$ cat config.mk
export PLATFORM = sky130hd
export DESIGN_NAME = soc_system_pio_edge_irq
export DESIGN_NICKNAME = d
export VERILOG_FILES = /design/src/rtl/soc_system_pio_pkg.sv /design/src/rtl/pio_in_filter.sv /design/src/rtl/soc_system_pio_edge_irq.sv
export SDC_FILE = /design/constraint.sdc
export NUM_CORES = 1
export LEC_CHECK = 0
export ABC_AREA = 0
export CAP_MARGIN = 40
export CORE_AREA = 2 2 88 90
export DETAILED_ROUTE_END_ITERATION = 6
export DIE_AREA = 0 0 90 92
export DONT_BUFFER_PORTS = 1
export PLACE_DENSITY = 0.52
export SETUP_SLACK_MARGIN = 0.5
export SYNTH_ARGS = -nofsm -noshare
export SYNTH_HDL_FRONTEND = slang
export SYNTH_SLANG_ARGS = --single-unit
export TNS_END_PERCENT = 5
$ cat constraint.sdc
create_clock -name clk -period 1.64 [get_ports clk]
set_clock_uncertainty 0.15 [all_clocks]
set_input_delay 0.164 -clock clk [delete_from_list [all_inputs] [get_ports clk]]
set_output_delay 0.164 -clock clk [all_outputs]
set_load 0.005 [all_outputs]
$ cat src/rtl/soc_system_pio_pkg.sv
// Shared constants for the PIO edge-capture interrupt block: register map and widths.
package soc_system_pio_pkg;

    localparam int PIO_WIDTH  = 8;
    localparam int DEBOUNCE_W = 8;

    localparam logic [2:0] ADDR_DATA     = 3'd0;
    localparam logic [2:0] ADDR_RISE_EN  = 3'd1;
    localparam logic [2:0] ADDR_IRQ_MASK = 3'd2;
    localparam logic [2:0] ADDR_EDGE_CAP = 3'd3;
    localparam logic [2:0] ADDR_FALL_EN  = 3'd4;
    localparam logic [2:0] ADDR_DEBOUNCE = 3'd5;

endpackage

$ cat src/rtl/pio_in_filter.sv
// One input bit: two-flop synchroniser followed by an optional debounce filter.
// Debounce present only when PIO_EDGE_IRQ_DEBOUNCE_EN is defined.
module pio_in_filter
    import soc_system_pio_pkg::*;
(
    input  logic                  clk,
    input  logic                  reset_n,
    input  logic                  in_bit,
`ifdef PIO_EDGE_IRQ_DEBOUNCE_EN
    input  logic [DEBOUNCE_W-1:0] threshold,
`endif
    output logic                  filt
);

    logic sync1_q, sync1_d;
    logic sync2_q, sync2_d;
    logic filt_q, filt_d;

`ifdef PIO_EDGE_IRQ_DEBOUNCE_EN
    logic [DEBOUNCE_W-1:0] cnt_q, cnt_d;
    logic [DEBOUNCE_W-1:0] thr_eff;

    // ">=" rather than "==" so lowering the threshold mid-count still fires.
    always_comb begin
        sync1_d = in_bit;
        sync2_d = sync1_q;
        thr_eff = (threshold == '0) ? DEBOUNCE_W'(1) : threshold;
        filt_d  = filt_q;
        cnt_d   = '0;
        if (sync2_q != filt_q) begin
            if (cnt_q >= thr_eff - DEBOUNCE_W'(1)) begin
                filt_d = sync2_q;
            end else begin
                cnt_d = cnt_q + DEBOUNCE_W'(1);
            end
        end
    end

    always_ff @(posedge clk or negedge reset_n) begin
        if (!reset_n) begin
            cnt_q <= '0;
        end else begin
            cnt_q <= cnt_d;
        end
    end
`else
    always_comb begin
        sync1_d = in_bit;
        sync2_d = sync1_q;
        filt_d  = sync2_q;
    end
`endif

    always_ff @(posedge clk or negedge reset_n) begin
        if (!reset_n) begin
            sync1_q <= 1'b0;
            sync2_q <= 1'b0;
            filt_q  <= 1'b0;
        end else begin
            sync1_q <= sync1_d;
            sync2_q <= sync2_d;
            filt_q  <= filt_d;
        end
    end

    assign filt = filt_q;

endmodule

$ cat src/rtl/soc_system_pio_edge_irq.sv
// Avalon-MM input port with programmable rising/falling edge capture and level irq.
// Optional per-bit debounce and DEBOUNCE register under PIO_EDGE_IRQ_DEBOUNCE_EN.
module soc_system_pio_edge_irq
    import soc_system_pio_pkg::*;
#(
    parameter int unsigned DEBOUNCE_DEFAULT = 16
)
(
    input  logic                 clk,
    input  logic                 reset_n,
    input  logic [2:0]           address,
    input  logic                 chipselect,
    input  logic                 write_n,
    input  logic [31:0]          writedata,
    output logic [31:0]          readdata,
    input  logic [PIO_WIDTH-1:0] in_port,
    output logic                 irq
);

    logic [PIO_WIDTH-1:0] filt;
    logic [PIO_WIDTH-1:0] prev_q, prev_d;
    logic [PIO_WIDTH-1:0] rise_en_q, rise_en_d;
    logic [PIO_WIDTH-1:0] fall_en_q, fall_en_d;
    logic [PIO_WIDTH-1:0] irq_mask_q, irq_mask_d;
    logic [PIO_WIDTH-1:0] edge_cap_q, edge_cap_d;
    logic [31:0]          readdata_q, readdata_d;
    logic                 irq_q, irq_d;

    logic                 wr_en;
    logic [PIO_WIDTH-1:0] wdata;
    logic [PIO_WIDTH-1:0] clear_mask;
    logic [PIO_WIDTH-1:0] rise_ev;
    logic [PIO_WIDTH-1:0] fall_ev;
    logic [PIO_WIDTH-1:0] rd_mux;
    logic [31-PIO_WIDTH:0] wdata_unused;

    assign wdata_unused = writedata[31:PIO_WIDTH];

`ifdef PIO_EDGE_IRQ_DEBOUNCE_EN
    logic [DEBOUNCE_W-1:0] debounce_q, debounce_d;
`else
    logic [DEBOUNCE_W-1:0] debounce_unused;
    assign debounce_unused = DEBOUNCE_W'(DEBOUNCE_DEFAULT);
`endif

    for (genvar i = 0; i < PIO_WIDTH; i++) begin : g_bit
        pio_in_filter u_filt (
            .clk       (clk),
            .reset_n   (reset_n),
            .in_bit    (in_port[i]),
`ifdef PIO_EDGE_IRQ_DEBOUNCE_EN
            .threshold (debounce_q),
`endif
            .filt      (filt[i])
        );
    end

    always_comb begin
        wr_en      = chipselect & ~write_n;
        wdata      = writedata[PIO_WIDTH-1:0];
        prev_d     = filt;
        rise_en_d  = rise_en_q;
        fall_en_d  = fall_en_q;
        irq_mask_d = irq_mask_q;
`ifdef PIO_EDGE_IRQ_DEBOUNCE_EN
        debounce_d = debounce_q;
`endif

        clear_mask = (wr_en && address == ADDR_EDGE_CAP) ? wdata : '0;
        rise_ev    = filt & ~prev_q & rise_en_q;
        fall_ev    = ~filt & prev_q & fall_en_q;
        // New edges are OR-ed in after the clear so a same-cycle set survives.
        edge_cap_d = (edge_cap_q & ~clear_mask) | rise_ev | fall_ev;

        if (wr_en) begin
            case (address)
                ADDR_RISE_EN:  rise_en_d  = wdata;
                ADDR_IRQ_MASK: irq_mask_d = wdata;
                ADDR_FALL_EN:  fall_en_d  = wdata;
`ifdef PIO_EDGE_IRQ_DEBOUNCE_EN
                ADDR_DEBOUNCE: debounce_d = wdata;
`endif
                default: ;
            endcase
        end

        irq_d = |(edge_cap_d & irq_mask_d);

        case (address)
            ADDR_DATA:     rd_mux = filt;
            ADDR_RISE_EN:  rd_mux = rise_en_q;
            ADDR_IRQ_MASK: rd_mux = irq_mask_q;
            ADDR_EDGE_CAP: rd_mux = edge_cap_q;
            ADDR_FALL_EN:  rd_mux = fall_en_q;
`ifdef PIO_EDGE_IRQ_DEBOUNCE_EN
            ADDR_DEBOUNCE: rd_mux = debounce_q;
`else
            ADDR_DEBOUNCE: rd_mux = '0;
`endif
            default:       rd_mux = '0;
        endcase
        readdata_d = {{(32-PIO_WIDTH){1'b0}}, rd_mux};
    end

    always_ff @(posedge clk or negedge reset_n) begin
        if (!reset_n) begin
            prev_q     <= '0;
            rise_en_q  <= '0;
            fall_en_q  <= '0;
            irq_mask_q <= '0;
            edge_cap_q <= '0;
            readdata_q <= '0;
            irq_q      <= 1'b0;
        end else begin
            prev_q     <= prev_d;
            rise_en_q  <= rise_en_d;
            fall_en_q  <= fall_en_d;
            irq_mask_q <= irq_mask_d;
            edge_cap_q <= edge_cap_d;
            readdata_q <= readdata_d;
            irq_q      <= irq_d;
        end
    end

`ifdef PIO_EDGE_IRQ_DEBOUNCE_EN
    always_ff @(posedge clk or negedge reset_n) begin
        if (!reset_n) begin
            debounce_q <= DEBOUNCE_W'(DEBOUNCE_DEFAULT);
        end else begin
            debounce_q <= debounce_d;
        end
    end
`endif

    assign readdata = readdata_q;
    assign irq      = irq_q;

endmodule

==> metrics.json, run 1 <==
{
  "outcome": "finished with violations",
  "violations": "negative hold slack",
  "fp.dieH_um": 92,
  "multi_input_comb_area_um2": 1020,
  "row_count": 32,
  "via_count": 1710,
  "critPathRequiredTime_ns": 1.68,
  "gr-usage-all-layers_pct": 14.0,
  "final_layout_size_suffix_gt1_share_pct": 23.2,
  "worst_skew_pair_later_pin_latency_ns": 0.34,
  "path_class": "reg -> reg",
  "setup_viol_count_final": 0,
  "final_common_cell": "sky130_fd_sc_hd__dfrtp_1",
  "critical_path_arrival_ns": 1.52,
  "dieArea_um2": 8280,
  "rsz_0062_raised_after_global_routing": "true",
  "timing.hold.ws_ns": -0.639,
  "critical_path.cell_chain": "nand3b_1, o21ai_1, a221o_1, a22oi_1, nand4_1",
  "power.leakage_uw": 0.00162,
  "timing.critical_path.to_type": "flip-flop",
  "post-route-min-period_ns": 1.47,
  "ys_ff_latch": 73,
  "fp.dieW_um": 90,
  "grt_pass1_wl_mm": 8.75,
  "synth-seq-area-share_pct": 60.9,
  "startpoint_type_of_the_worst_setup_path": "flip-flop",
  "grt_start_max_net_pins": 74,
  "detail_route.drc_violations": 0,
  "cells_after_synthesis": 220,
  "design.portCount": 80,
  "cts_tree": "built",
  "antenna-diode-count": 0,
  "worstPathBufferInverterCount": 0,
  "antenna_found_initial": 0,
  "switching_power_uw": 946,
  "worst_ir_drop_vdd_uv": 449,
  "antenna_violating_nets_post_route": 0,
  "critical_path.reg2reg.startpoint": "g_bit[6].u_filt.filt$_DFF_PN0_",
  "syn-mean-instance-area_um2": 13.6,
  "ctsLongestPathBuffers": 2,
  "r2r.worst_path.cells": 5,
  "final.period_utilization_pct": 89.9,
  "p_comb_share_pct": 11.6,
  "numPortBuffers": 0,
  "timing.final.max_slew_violations": 0,
  "design.core.area_um2": 7450,
  "grt.overflow.total": 0,
  "yosys.cell_types.count": 31,
  "synth.yosys.warnings": 0,
  "power_frac_clock_pct": 34.7,
  "netSwitchingFraction_pct": 23.8,
  "crit_fanout": 4,
  "area_delta_synth_final_pct": 16.0,
  "dr_iter_0_viols": 54,
  "vias_in_the_first_global_route": 1695,
  "path_delay_family": "compound AO/OA/AOI/OAI gates",
  "drv_cap": 0,
  "cts.reportedPaths.clkPinSlew_ns": 0.08,
  "clkSinkCount": 73,
  "viasPerCell": 4.74,
  "htree_num_levels": 3,
  "wl_mm": 5.60,
  "globalplace.congestion": 0.724,
  "layout_common_cells": "sky130_fd_sc_hd__dfrtp_1, sky130_fd_sc_hd__conb_1, sky130_fd_sc_hd__mux2_2",
  "tns_ns": 0,
  "number_of_buffers_inserted_during_clock_tree_synthesis": 9,
  "max_freq_mhz": 679,
  "nFillCells": 687,
  "endpoint": "irq$_DFF_PN0_",
  "worstReg2RegEnd": "irq$_DFF_PN0_",
  "wire_per_inst_um": 15.5,
  "finalHoldViolCount": 80,
  "drt_first_pass_iters": 4,
  "layout.area.seq_um2": 1830,
  "initial_utilization_pct": 40.3,
  "place.detailed.hpwl_mm": 3.46,
  "cpPeakStageDelay_ns": 0.41,
  "crit_slowest_cell": "sky130_fd_sc_hd__dfrtp_1",
  "powerDensity_nw_per_um2": 1140,
  "timing.hold.worst.class": "in -> async",
  "cp_num_cells": 5,
  "num-nets-final": 301,
  "p_int_uw": 3030,
  "reg_power_share_pct": 53.7,
  "synthesis.area_um2": 3000,
  "crit_path_start": "g_bit[6].u_filt.filt$_DFF_PN0_",
  "slack_of_the_worst_reg_to_reg_path_ns": 0.17,
  "cts.root.buffer_cell": "sky130_fd_sc_hd__clkbuf_8"
}
cell usage after synthesis, drive strengths merged:
master	n	area share, %
dfrtp	73	61
mux2	25	9.4
clkbuf	1	0.13
nor2b	6	1.5
nand4b	1	0.50
mux2i	12	4.0
nand3	2	0.33
a221o	5	1.7
nand2b	1	0.21
nor3b	1	0.42
conb	1	0.13
nor2	7	0.88
nand2	4	0.50
a22oi	5	1.8
o21ai	6	1.0
inv	9	1.1
o22ai	7	1.5
nand4	1	0.21
a21oi	6	1.0
and2b	1	0.25
a2bb2oi	1	0.29
o221ai	3	0.88
a21o	3	0.75
mux4	1	0.75
nand3b	9	2.7
buf	29	7.3
cell families after synthesis:
family | synth area share, %
multiplexers | 14.1
AND/OR/NAND/NOR | 7.47
flip-flops | 60.9
other | 0.125
buffers and inverters | 8.51
AO/OA/AOI/OAI | 8.81
layout make-up:
class	instances	area share (%)
Sequential cell	73	52.5
Tap cell	102	3.67
Clock inverter	6	1.66
Timing Repair Buffer	30	7.84
Clock buffer	10	3.96
Inverter	9	0.972
Multi-Input combinational cell	131	29.4
power by group through the flow:
stage | Clock (µW) | Combinational [µW] | Sequential (µW)
floorplan | 0 | 403 | 2130
global placement | 0 | 395 | 2170
detailed placement | 0 | 399 | 2170
CTS | 1420 | 453 | 2130
global route | 1510 | 510 | 2160
finish | 1380 | 461 | 2130
how the worst min path moves through the flow:
stage | to | slack (ns) | cells after the start
final | g_bit[2].u_filt.filt_d$_DFF_PN0_ | -0.64 | 0
after global routing | g_bit[2].u_filt.filt_d$_DFF_PN0_ | -0.67 | 0
after CTS | g_bit[6].u_filt.filt$_DFF_PN0_ | -0.66 | 0
after detailed placement | prev_q[0]$_DFF_PN0_ | -0.28 | 0
after global placement | prev_q[0]$_DFF_PN0_ | -0.28 | 0
after floorplan | edge_cap_q[0]$_DFF_PN0_ | -0.28 | 0
layer usage:
layer	wire (µm)	share of wire (%)	track usage (%)	up-vias
li1	-	-	-	800
met4	95	1.7	5.51	0
met3	260	4.6	4.85	8
met5	0	0	0	-
met1	2550	46	17.5	860
met2	2690	48	22.4	42
metrics by stage:
stage               area, µm²  setup WS, ns  std cells  total power, µW  utilization, %
floorplan                3100        0.0986        243             2540               -
global placement         3080        0.0328        324             2560            41.3
detailed placement       3080        0.0307        324             2570            41.3
CTS                      3450         0.164        358             4010            46.3
global route             3480        0.0825        361             4180            46.7
finish                   3480         0.166        361             3970            46.7
state kept, by name, indices dropped and copies added (netlist names):
name	cells
g_bit.u_filt.filt	8
irq_mask_q	8
edge_cap_q	8
g_bit.u_filt.filt_d	8
rise_en_q	8
fall_en_q	8
g_bit.u_filt.sync1_q	8
prev_q	8
readdata	8
irq	1
timing repair:
| action | in CTS | in global routing |
|---|---|---|
| setup buffers | 1 | 1 |
| pin swaps | 6 | 1 |
| resized for setup | 2 | 0 |
| hold endpoints to repair | 121 | 84 |
| hold buffers | 17 | 2 |
| setup endpoints to repair | 8 | 15 |
Note: power is estimated with default switching activity, not from simulation.
==> run 2: changes to the inputs <==
Settings changed: CORE_AREA 2 2 88 90 to 2 2 85 87, DIE_AREA 0 0 90 92 to 0 0 87 89, PLACE_DENSITY 0.52 to 0.56.
Clock period 1.64 ns to 1.4 ns, I/O delays scaled along.
==> run 2 against run 1 <==
Net effect:
- sequential cell count stayed put
- hold slack worse by 0.024 ns
- highest routed layer unchanged
- final cell count down 1.9%
- sequential power rose by 17%
- cell area up 7.9%
- die area shrank 6.5%
- via count increased by 6.0%
- clock-buffer cell count is 3 higher
- core utilization up 9.1 points
- critical path type unchanged
- first-iteration DRC count is 24% higher
- the flow still finishes with violations (negative hold slack)
- largest cell class unchanged
==> metrics.json, run 2 (synthesis results as in run 1) <==
{
  "fp.dieH": {"value": 89, "unit": "µm", "change": "was 92 µm"},
  "rsz_0062_raised_after_global_routing": {"value": "true", "change": "unchanged"},
  "cts.reportedPaths.clkPinSlew": {"value": 0.08, "unit": "ns", "change": "about the same"},
  "place.detailed.hpwl": {"value": 3.65, "unit": "mm", "change": "was 3.46 mm"},
  "timing.hold.ws": {"value": -0.663, "unit": "ns", "change": "was -0.639 ns"},
  "area_delta_synth_final": {"value": 25.1, "unit": "%", "change": "was 16.0%"},
  "clkSinkCount": {"value": 73, "change": "unchanged"},
  "critical_path.cell_chain": {"value": "nand3b_1, o21ai_1, a221o_1, a22oi_2, nand4_1", "change": "was nand3b_1, o21ai_1, a221o_1, a22oi_1, nand4_1"},
  "antenna_found_initial": {"value": 0, "change": "unchanged"},
  "fp.dieW": {"value": 87, "unit": "µm", "change": "was 90 µm"},
  "num-nets-final": {"value": 316, "change": "was 301"},
  "wl": {"value": 5.85, "unit": "mm", "change": "was 5.60 mm"},
  "timing.final.max_slew_violations": {"value": 0, "change": "unchanged"},
  "final.period_utilization": {"value": 99.9, "unit": "%", "change": "was 89.9%"},
  "design.portCount": {"value": 80, "change": "unchanged"},
  "drv_cap": {"value": 0, "change": "unchanged"},
  "vias_in_the_first_global_route": {"value": 1941, "change": "was 1695"},
  "antenna-diode-count": {"value": 0, "change": "unchanged"},
  "final_common_cell": {"value": "sky130_fd_sc_hd__dfrtp_1", "change": "unchanged"},
  "timing.critical_path.to_type": {"value": "flip-flop", "change": "unchanged"},
  "cts.root.buffer_cell": {"value": "sky130_fd_sc_hd__clkbuf_8", "change": "unchanged"},
  "endpoint": {"value": "irq$_DFF_PN0_", "change": "unchanged"},
  "htree_num_levels": {"value": 3, "change": "unchanged"},
  "setup_viol_count_final": {"value": 0, "change": "unchanged"},
  "post-route-min-period": {"value": 1.40, "unit": "ns", "change": "was 1.47 ns"},
  "globalplace.congestion": {"value": 0.751, "change": "was 0.724"},
  "violations": {"value": "negative hold slack", "change": "unchanged"},
  "wire_per_inst": {"value": 16.5, "unit": "µm", "change": "was 15.5 µm"},
  "grt_pass1_wl": {"value": 9.88, "unit": "mm", "change": "was 8.75 mm"},
  "slack_of_the_worst_reg_to_reg_path": {"value": 0.002, "unit": "ns", "change": "was 0.17 ns"},
  "worst_skew_pair_later_pin_latency": {"value": 0.34, "unit": "ns", "change": "about the same"},
  "timing.hold.worst.class": {"value": "in -> async", "change": "unchanged"},
  "startpoint_type_of_the_worst_setup_path": {"value": "flip-flop", "change": "unchanged"},
  "initial_utilization": {"value": 44.6, "unit": "%", "change": "was 40.3%"},
  "total_power": {"value": 4890, "unit": "µW", "change": "was 3970 µW"},
  "ctsLongestPathBuffers": {"value": 2, "change": "unchanged"},
  "worstReg2RegEnd": {"value": "irq$_DFF_PN0_", "change": "unchanged"},
  "cp_num_cells": {"value": 5, "change": "unchanged"},
  "outcome": {"value": "finished with violations", "change": "unchanged"},
  "drt_first_pass_iters": {"value": 4, "change": "unchanged"},
  "antenna_violating_nets_post_route": {"value": 0, "change": "unchanged"},
  "finalHoldViolCount": {"value": 86, "change": "was 80"},
  "detail_route.drc_violations": {"value": 0, "change": "unchanged"},
  "layout_common_cells": {"value": "sky130_fd_sc_hd__dfrtp_1, sky130_fd_sc_hd__conb_1, sky130_fd_sc_hd__mux2_4", "change": "was sky130_fd_sc_hd__dfrtp_1, sky130_fd_sc_hd__conb_1, sky130_fd_sc_hd__mux2_2"},
  "crit_slowest_cell": {"value": "sky130_fd_sc_hd__dfrtp_1", "change": "unchanged"},
  "nFillCells": {"value": 556, "change": "was 687"},
  "dieArea": {"value": 7740, "unit": "µm²", "change": "was 8280 µm²"},
  "viasPerCell": {"value": 5.12, "change": "was 4.74"},
  "max_freq": {"value": 715, "unit": "MHz", "change": "was 679 MHz"},
  "worst_ir_drop_vdd": {"value": 707, "unit": "µV", "change": "was 449 µV"},
  "grt.overflow.total": {"value": 0, "change": "unchanged"},
  "crit_path_start": {"value": "g_bit[4].u_filt.filt$_DFF_PN0_", "change": "was g_bit[6].u_filt.filt$_DFF_PN0_"},
  "path_class": {"value": "reg -> reg", "change": "unchanged"},
  "numPortBuffers": {"value": 0, "change": "unchanged"},
  "number_of_buffers_inserted_during_clock_tree_synthesis": {"value": 9, "change": "unchanged"},
  "via_count": {"value": 1812, "change": "was 1710"},
  "row_count": {"value": 30, "change": "was 32"},
  "cpPeakStageDelay": {"value": 0.41, "unit": "ns", "change": "about the same"},
  "path_delay_family": {"value": "compound AO/OA/AOI/OAI gates", "change": "unchanged"},
  "final_layout_size_suffix_gt1_share": {"value": 31.8, "unit": "%", "change": "was 23.2%"},
  "r2r.worst_path.cells": {"value": 5, "change": "unchanged"},
  "power.leakage": {"value": 0.00183, "unit": "µW", "change": "was 0.00162 µW"},
  "critical_path.reg2reg.startpoint": {"value": "g_bit[4].u_filt.filt$_DFF_PN0_", "change": "was g_bit[6].u_filt.filt$_DFF_PN0_"},
  "critPathRequiredTime": {"value": 1.47, "unit": "ns", "change": "was 1.68 ns"},
  "critical_path_arrival": {"value": 1.47, "unit": "ns", "change": "was 1.52 ns"},
  "cts_tree": {"value": "built", "change": "unchanged"},
  "crit_fanout": {"value": 4, "change": "unchanged"},
  "worstPathBufferInverterCount": {"value": 0, "change": "unchanged"},
  "tns": {"value": 0, "unit": "ns", "change": "unchanged"},
  "design.core.area": {"value": 6720, "unit": "µm²", "change": "was 7450 µm²"},
  "grt_start_max_net_pins": {"value": 74, "change": "unchanged"},
  "gr-usage-all-layers": {"value": 17.2, "unit": "%", "change": "was 14.0%"},
  "dr_iter_0_viols": {"value": 67, "change": "was 54"},
  "powerDensity": {"value": 1300, "unit": "nW/µm²", "change": "was 1140 nW/µm²"}
}
-- run 2: stage by stage --
step	setup slack, ns	cells	hold WS, ns	utilization [%]	area, µm²
CTS	-0.000669	351	-0.687	54.9	3690
global placement	-0.0912	318	-0.304	47.4	3180
detailed placement	-0.107	318	-0.304	47.4	3180
finish	0.00159	354	-0.663	55.8	3750
floorplan	-0.117	243	-0.306	-	3100
global route	-0.0760	354	-0.693	55.8	3750
-- run 2: timing repair --
item	in CTS	in global routing
resized for setup	42	12
cloned	0	0
setup endpoints to repair	50	50
pin swaps	21	16
hold buffers	14	2
setup buffers	3	1
hold endpoints to repair	121	93
-- run 2: cell type report --
cell class	instances	area, µm²	area share [%]
flip-flops and latches	73	1830	48.7
repair buffers	45	457	12.2
multi-input cells	131	1140	30.5
inverters	9	33.8	0.901
clock buffers	13	169	4.50
clock inverters	3	22.5	0.600
well taps	80	100	2.67
-- run 2: how the worst min path moves through the flow --
stage             from                           endpoint  slack (ns)  depth (start not counted)
3_5_place_dp   reset_n                prev_q[0]$_DFF_PN0_       -0.30                          0
5_1_grt        reset_n              readdata[7]$_DFF_PN0_       -0.69                          0
3_3_place_gp   reset_n                prev_q[0]$_DFF_PN0_       -0.30                          0
4_1_cts        reset_n     g_bit[0].u_filt.filt$_DFF_PN0_       -0.69                          0
2_1_floorplan  reset_n            edge_cap_q[0]$_DFF_PN0_       -0.31                          0
6_report       reset_n  g_bit[0].u_filt.sync1_q$_DFF_PN0_       -0.66                          0
-- run 2: worst reg2reg max path: stages, from the launching register on --
cell and delay (ns):
sky130_fd_sc_hd__dfrtp_1 0.41, sky130_fd_sc_hd__nand3b_1 0.10, sky130_fd_sc_hd__o21ai_1 0.06, sky130_fd_sc_hd__a221o_1 0.31
sky130_fd_sc_hd__a22oi_2 0.16, sky130_fd_sc_hd__nand4_1 0.10
-- run 2: per-layer routing --
layer	up-vias	wire length [µm]	GRT usage, %
li1	834	-	-
met1	914	2670	22.5
met2	60	2790	26.6
met3	4	335	5.82
met4	0	46	6.82
met5	-	0	0
-- run 2: where the power goes --
part	total, µW	internal [µW]	switching, µW	leakage, µW
Combinational	842	569	273	0.000881
Sequential	2500	2350	149	0.000850
Clock	1550	796	753	0.000100
==> run 3: changes to the inputs <==
Settings changed: CTS_BUF_LIST set to sky130_fd_sc_hd__clkbuf_4.
==> run 3 against run 2 <==
Net effect:
- the flow still finishes with violations (negative hold slack)
- via count is 1.1% higher
- register-to-register slack hardly changed
- cell area is 2.4% lower
- final cell count is 0.28% higher
- first-iteration DRC count is 10% higher
- combinational power is 2.4% higher
- power is 9.2% lower
- routed wire length is 1.1% lower
- worst setup slack better by 0.011 ns
- non-clock buffer count is 1 higher
- fmax is 0.79% higher
- clock-buffer cell count is 3 lower
- largest cell class unchanged
==> metrics.json, run 3 (synthesis results as in run 1) <==
{
  "globalplace.congestion": {"value": 0.751, "change": "unchanged"},
  "gr-usage-all-layers": {"value": 17.1, "unit": "%", "change": "was 17.2%"},
  "switching_power": {"value": 1130, "unit": "µW", "change": "was 1170 µW"},
  "outcome": {"value": "finished with violations", "change": "unchanged"},
  "timing.final.max_slew_violations": {"value": 0, "change": "unchanged"},
  "critical_path.cell_chain": {"value": "nand3b_1, o21ai_1, a221o_1, a22oi_2, nand4_1", "change": "unchanged"},
  "path_class": {"value": "reg -> reg", "change": "unchanged"},
  "antenna_violating_nets_post_route": {"value": 0, "change": "unchanged"},
  "startpoint_type_of_the_worst_setup_path": {"value": "flip-flop", "change": "unchanged"},
  "antenna-diode-count": {"value": 0, "change": "unchanged"},
  "max_freq": {"value": 721, "unit": "MHz", "change": "was 715 MHz"},
  "grt_pass1_wl": {"value": 9.77, "unit": "mm", "change": "was 9.88 mm"},
  "cts.root.buffer_cell": {"value": "sky130_fd_sc_hd__clkbuf_4", "change": "was sky130_fd_sc_hd__clkbuf_8"},
  "design.core.area": {"value": 6720, "unit": "µm²", "change": "unchanged"},
  "timing.hold.ws": {"value": -0.750, "unit": "ns", "change": "was -0.663 ns"},
  "detail_route.drc_violations": {"value": 0, "change": "unchanged"},
  "vias_in_the_first_global_route": {"value": 1942, "change": "was 1941"},
  "r2r.worst_path.cells": {"value": 5, "change": "unchanged"},
  "critical_path_arrival": {"value": 1.54, "unit": "ns", "change": "was 1.47 ns"},
  "place_area": {"value": 3180, "unit": "µm²", "change": "unchanged"},
  "p_comb_share": {"value": 19.4, "unit": "%", "change": "was 17.2%"},
  "layout_common_cells": {"value": "sky130_fd_sc_hd__dfrtp_1, sky130_fd_sc_hd__mux2_4, sky130_fd_sc_hd__conb_1", "change": "was sky130_fd_sc_hd__dfrtp_1, sky130_fd_sc_hd__conb_1, sky130_fd_sc_hd__mux2_4"},
  "viasPerCell": {"value": 5.16, "change": "was 5.12"},
  "worstPathBufferInverterCount": {"value": 0, "change": "unchanged"},
  "crit_fanout": {"value": 4, "change": "unchanged"},
  "cts.reportedPaths.clkPinSlew": {"value": 0.12, "unit": "ns", "change": "was 0.08 ns"},
  "netSwitchingFraction": {"value": 25.5, "unit": "%", "change": "was 24.0%"},
  "grt.busiest_layer": {"value": "met2", "change": "unchanged"},
  "groute.layer.met3.usage": {"value": 5.26, "unit": "%", "change": "was 5.82%"},
  "wl": {"value": 5.79, "unit": "mm", "change": "was 5.85 mm"},
  "power_frac_clock": {"value": 24.3, "unit": "%", "change": "was 31.7%"},
  "timing.hold.worst.class": {"value": "in -> async", "change": "unchanged"},
  "path_delay_family": {"value": "compound AO/OA/AOI/OAI gates", "change": "unchanged"},
  "ctsLongestPathBuffers": {"value": 2, "change": "unchanged"},
  "dr_iter_0_viols": {"value": 74, "change": "was 67"},
  "reg_power_share": {"value": 56.3, "unit": "%", "change": "was 51.1%"},
  "fp.dieW": {"value": 87, "unit": "µm", "change": "unchanged"},
  "finalHoldViolCount": {"value": 90, "change": "was 86"},
  "power.leakage": {"value": 0.00176, "unit": "µW", "change": "was 0.00183 µW"},
  "fp.dieH": {"value": 89, "unit": "µm", "change": "unchanged"},
  "crit_slowest_cell": {"value": "sky130_fd_sc_hd__dfrtp_1", "change": "unchanged"},
  "cpPeakStageDelay": {"value": 0.43, "unit": "ns", "change": "was 0.41 ns"},
  "drt_first_pass_iters": {"value": 4, "change": "unchanged"},
  "timing.critical_path.to_type": {"value": "flip-flop", "change": "unchanged"},
  "worst_ir_drop_vdd": {"value": 604, "unit": "µV", "change": "was 707 µV"},
  "antenna_found_initial": {"value": 0, "change": "unchanged"},
  "place.detailed.hpwl": {"value": 3.65, "unit": "mm", "change": "unchanged"},
  "post-route-min-period": {"value": 1.39, "unit": "ns", "change": "was 1.40 ns"},
  "num-nets-final": {"value": 317, "change": "was 316"},
  "initial_utilization": {"value": 44.6, "unit": "%", "change": "unchanged"},
  "numPortBuffers": {"value": 0, "change": "unchanged"},
  "drv_cap": {"value": 0, "change": "unchanged"},
  "critPathRequiredTime": {"value": 1.55, "unit": "ns", "change": "was 1.47 ns"},
  "final.period_utilization": {"value": 99.1, "unit": "%", "change": "was 99.9%"},
  "dieArea": {"value": 7740, "unit": "µm²", "change": "unchanged"},
  "htree_num_levels": {"value": 3, "change": "unchanged"},
  "post-place-cells": {"value": 318, "change": "unchanged"},
  "grt.met1_usage": {"value": 21.9, "unit": "%", "change": "was 22.5%"},
  "cts_tree": {"value": "built", "change": "unchanged"},
  "area_delta_synth_final": {"value": 22.1, "unit": "%", "change": "was 25.1%"},
  "violations": {"value": "negative hold slack", "change": "unchanged"},
  "worst_skew_pair_later_pin_latency": {"value": 0.41, "unit": "ns", "change": "was 0.34 ns"},
  "finalNonFillerCells": {"value": 355, "change": "was 354"},
  "total_power": {"value": 4440, "unit": "µW", "change": "was 4890 µW"},
  "grt_start_max_net_pins": {"value": 74, "change": "unchanged"},
  "final_common_cell": {"value": "sky130_fd_sc_hd__dfrtp_1", "change": "unchanged"},
  "design.portCount": {"value": 80, "change": "unchanged"},
  "number_of_buffers_inserted_during_clock_tree_synthesis": {"value": 9, "change": "unchanged"},
  "grt_use_met2": {"value": 26.9, "unit": "%", "change": "was 26.6%"},
  "p_int": {"value": 3310, "unit": "µW", "change": "was 3720 µW"},
  "cp_num_cells": {"value": 5, "change": "unchanged"},
  "row_count": {"value": 30, "change": "unchanged"},
  "final_layout_size_suffix_gt1_share": {"value": 30.9, "unit": "%", "change": "was 31.8%"},
  "grt.overflow.total": {"value": 0, "change": "unchanged"},
  "finalInstanceArea": {"value": 3660, "unit": "µm²", "change": "was 3750 µm²"},
  "nFillCells": {"value": 563, "change": "was 556"},
  "setup_viol_count_final": {"value": 0, "change": "unchanged"},
  "clkSinkCount": {"value": 73, "change": "unchanged"},
  "powerDensity": {"value": 1210, "unit": "nW/µm²", "change": "was 1300 nW/µm²"},
  "via_count": {"value": 1832, "change": "was 1812"},
  "rsz_0062_raised_after_global_routing": {"value": "true", "change": "unchanged"},
  "wire_per_inst": {"value": 16.3, "unit": "µm", "change": "was 16.5 µm"}
}
## run 3: through the flow
step | setup slack (ns) | util (%) | setup TNS, ns | hold WS [ns]
2_1_floorplan | -0.117 | - | -0.807 | -0.306
3_3_place_gp | -0.0912 | 47.4 | -0.424 | -0.304
3_5_place_dp | -0.107 | 47.4 | -0.436 | -0.304
4_1_cts | -0.00335 | 53.8 | -0.00335 | -0.780
5_1_grt | -0.0753 | 54.5 | -0.0805 | -0.802
6_report | 0.0125 | 54.5 | 0 | -0.750
## run 3: repair_timing
action / CTS / global route
pin swaps: 22 / 20
setup buffers: 3 / 2
hold buffers: 15 / 1
endpoints found under the setup margin: 50 / 50
hold endpoints to repair: 122 / 100
gates resized for setup: 43 / 6
## run 3: final timing paths
| kind | start | end | slack, ns |
|---|---|---|---|
| max in group asynchronous | reset_n | g_bit[3].u_filt.sync1_q$_DFF_PN0_ | 1.74 |
| min in group clk | address[2] | readdata[4]$_DFF_PN0_ | -0.36 |
| worst min-delay path | reset_n | g_bit[0].u_filt.filt$_DFF_PN0_ | -0.75 |
| worst min register to register | g_bit[6].u_filt.sync1_q$_DFF_PN0_ | g_bit[6].u_filt.filt_d$_DFF_PN0_ | 0.20 |
| worst max register to register | g_bit[4].u_filt.filt$_DFF_PN0_ | irq$_DFF_PN0_ | 0.01 |
| worst max-delay path | g_bit[4].u_filt.filt$_DFF_PN0_ | irq$_DFF_PN0_ | 0.01 |
## run 3: final cells by class
type,count,area (µm²),share of cell area (%)
flip-flops and latches,73,1830,49.9
multi-input cells,131,1140,31.1
repair buffers,46,454,12.4
well taps,80,100,2.73
clock buffers,10,75.1,2.05
clock inverters,6,33.8,0.923
inverters,9,33.8,0.923
## run 3: power by group through the flow
| stage | registers (µW) | logic, µW | clock network, µW |
|---|---|---|---|
| after floorplan | 2500 | 472 | 0 |
| after global placement | 2520 | 620 | 0 |
| after detailed placement | 2520 | 627 | 0 |
| after CTS | 2500 | 825 | 1140 |
| after global routing | 2530 | 939 | 1220 |
| final | 2500 | 862 | 1080 |
## run 3: layer usage
metal  up-vias  wire length (µm)
met4         0               107
met1       920              2610
met2        59              2770
met3         9               295
li1        844                 -
met5         -                 0
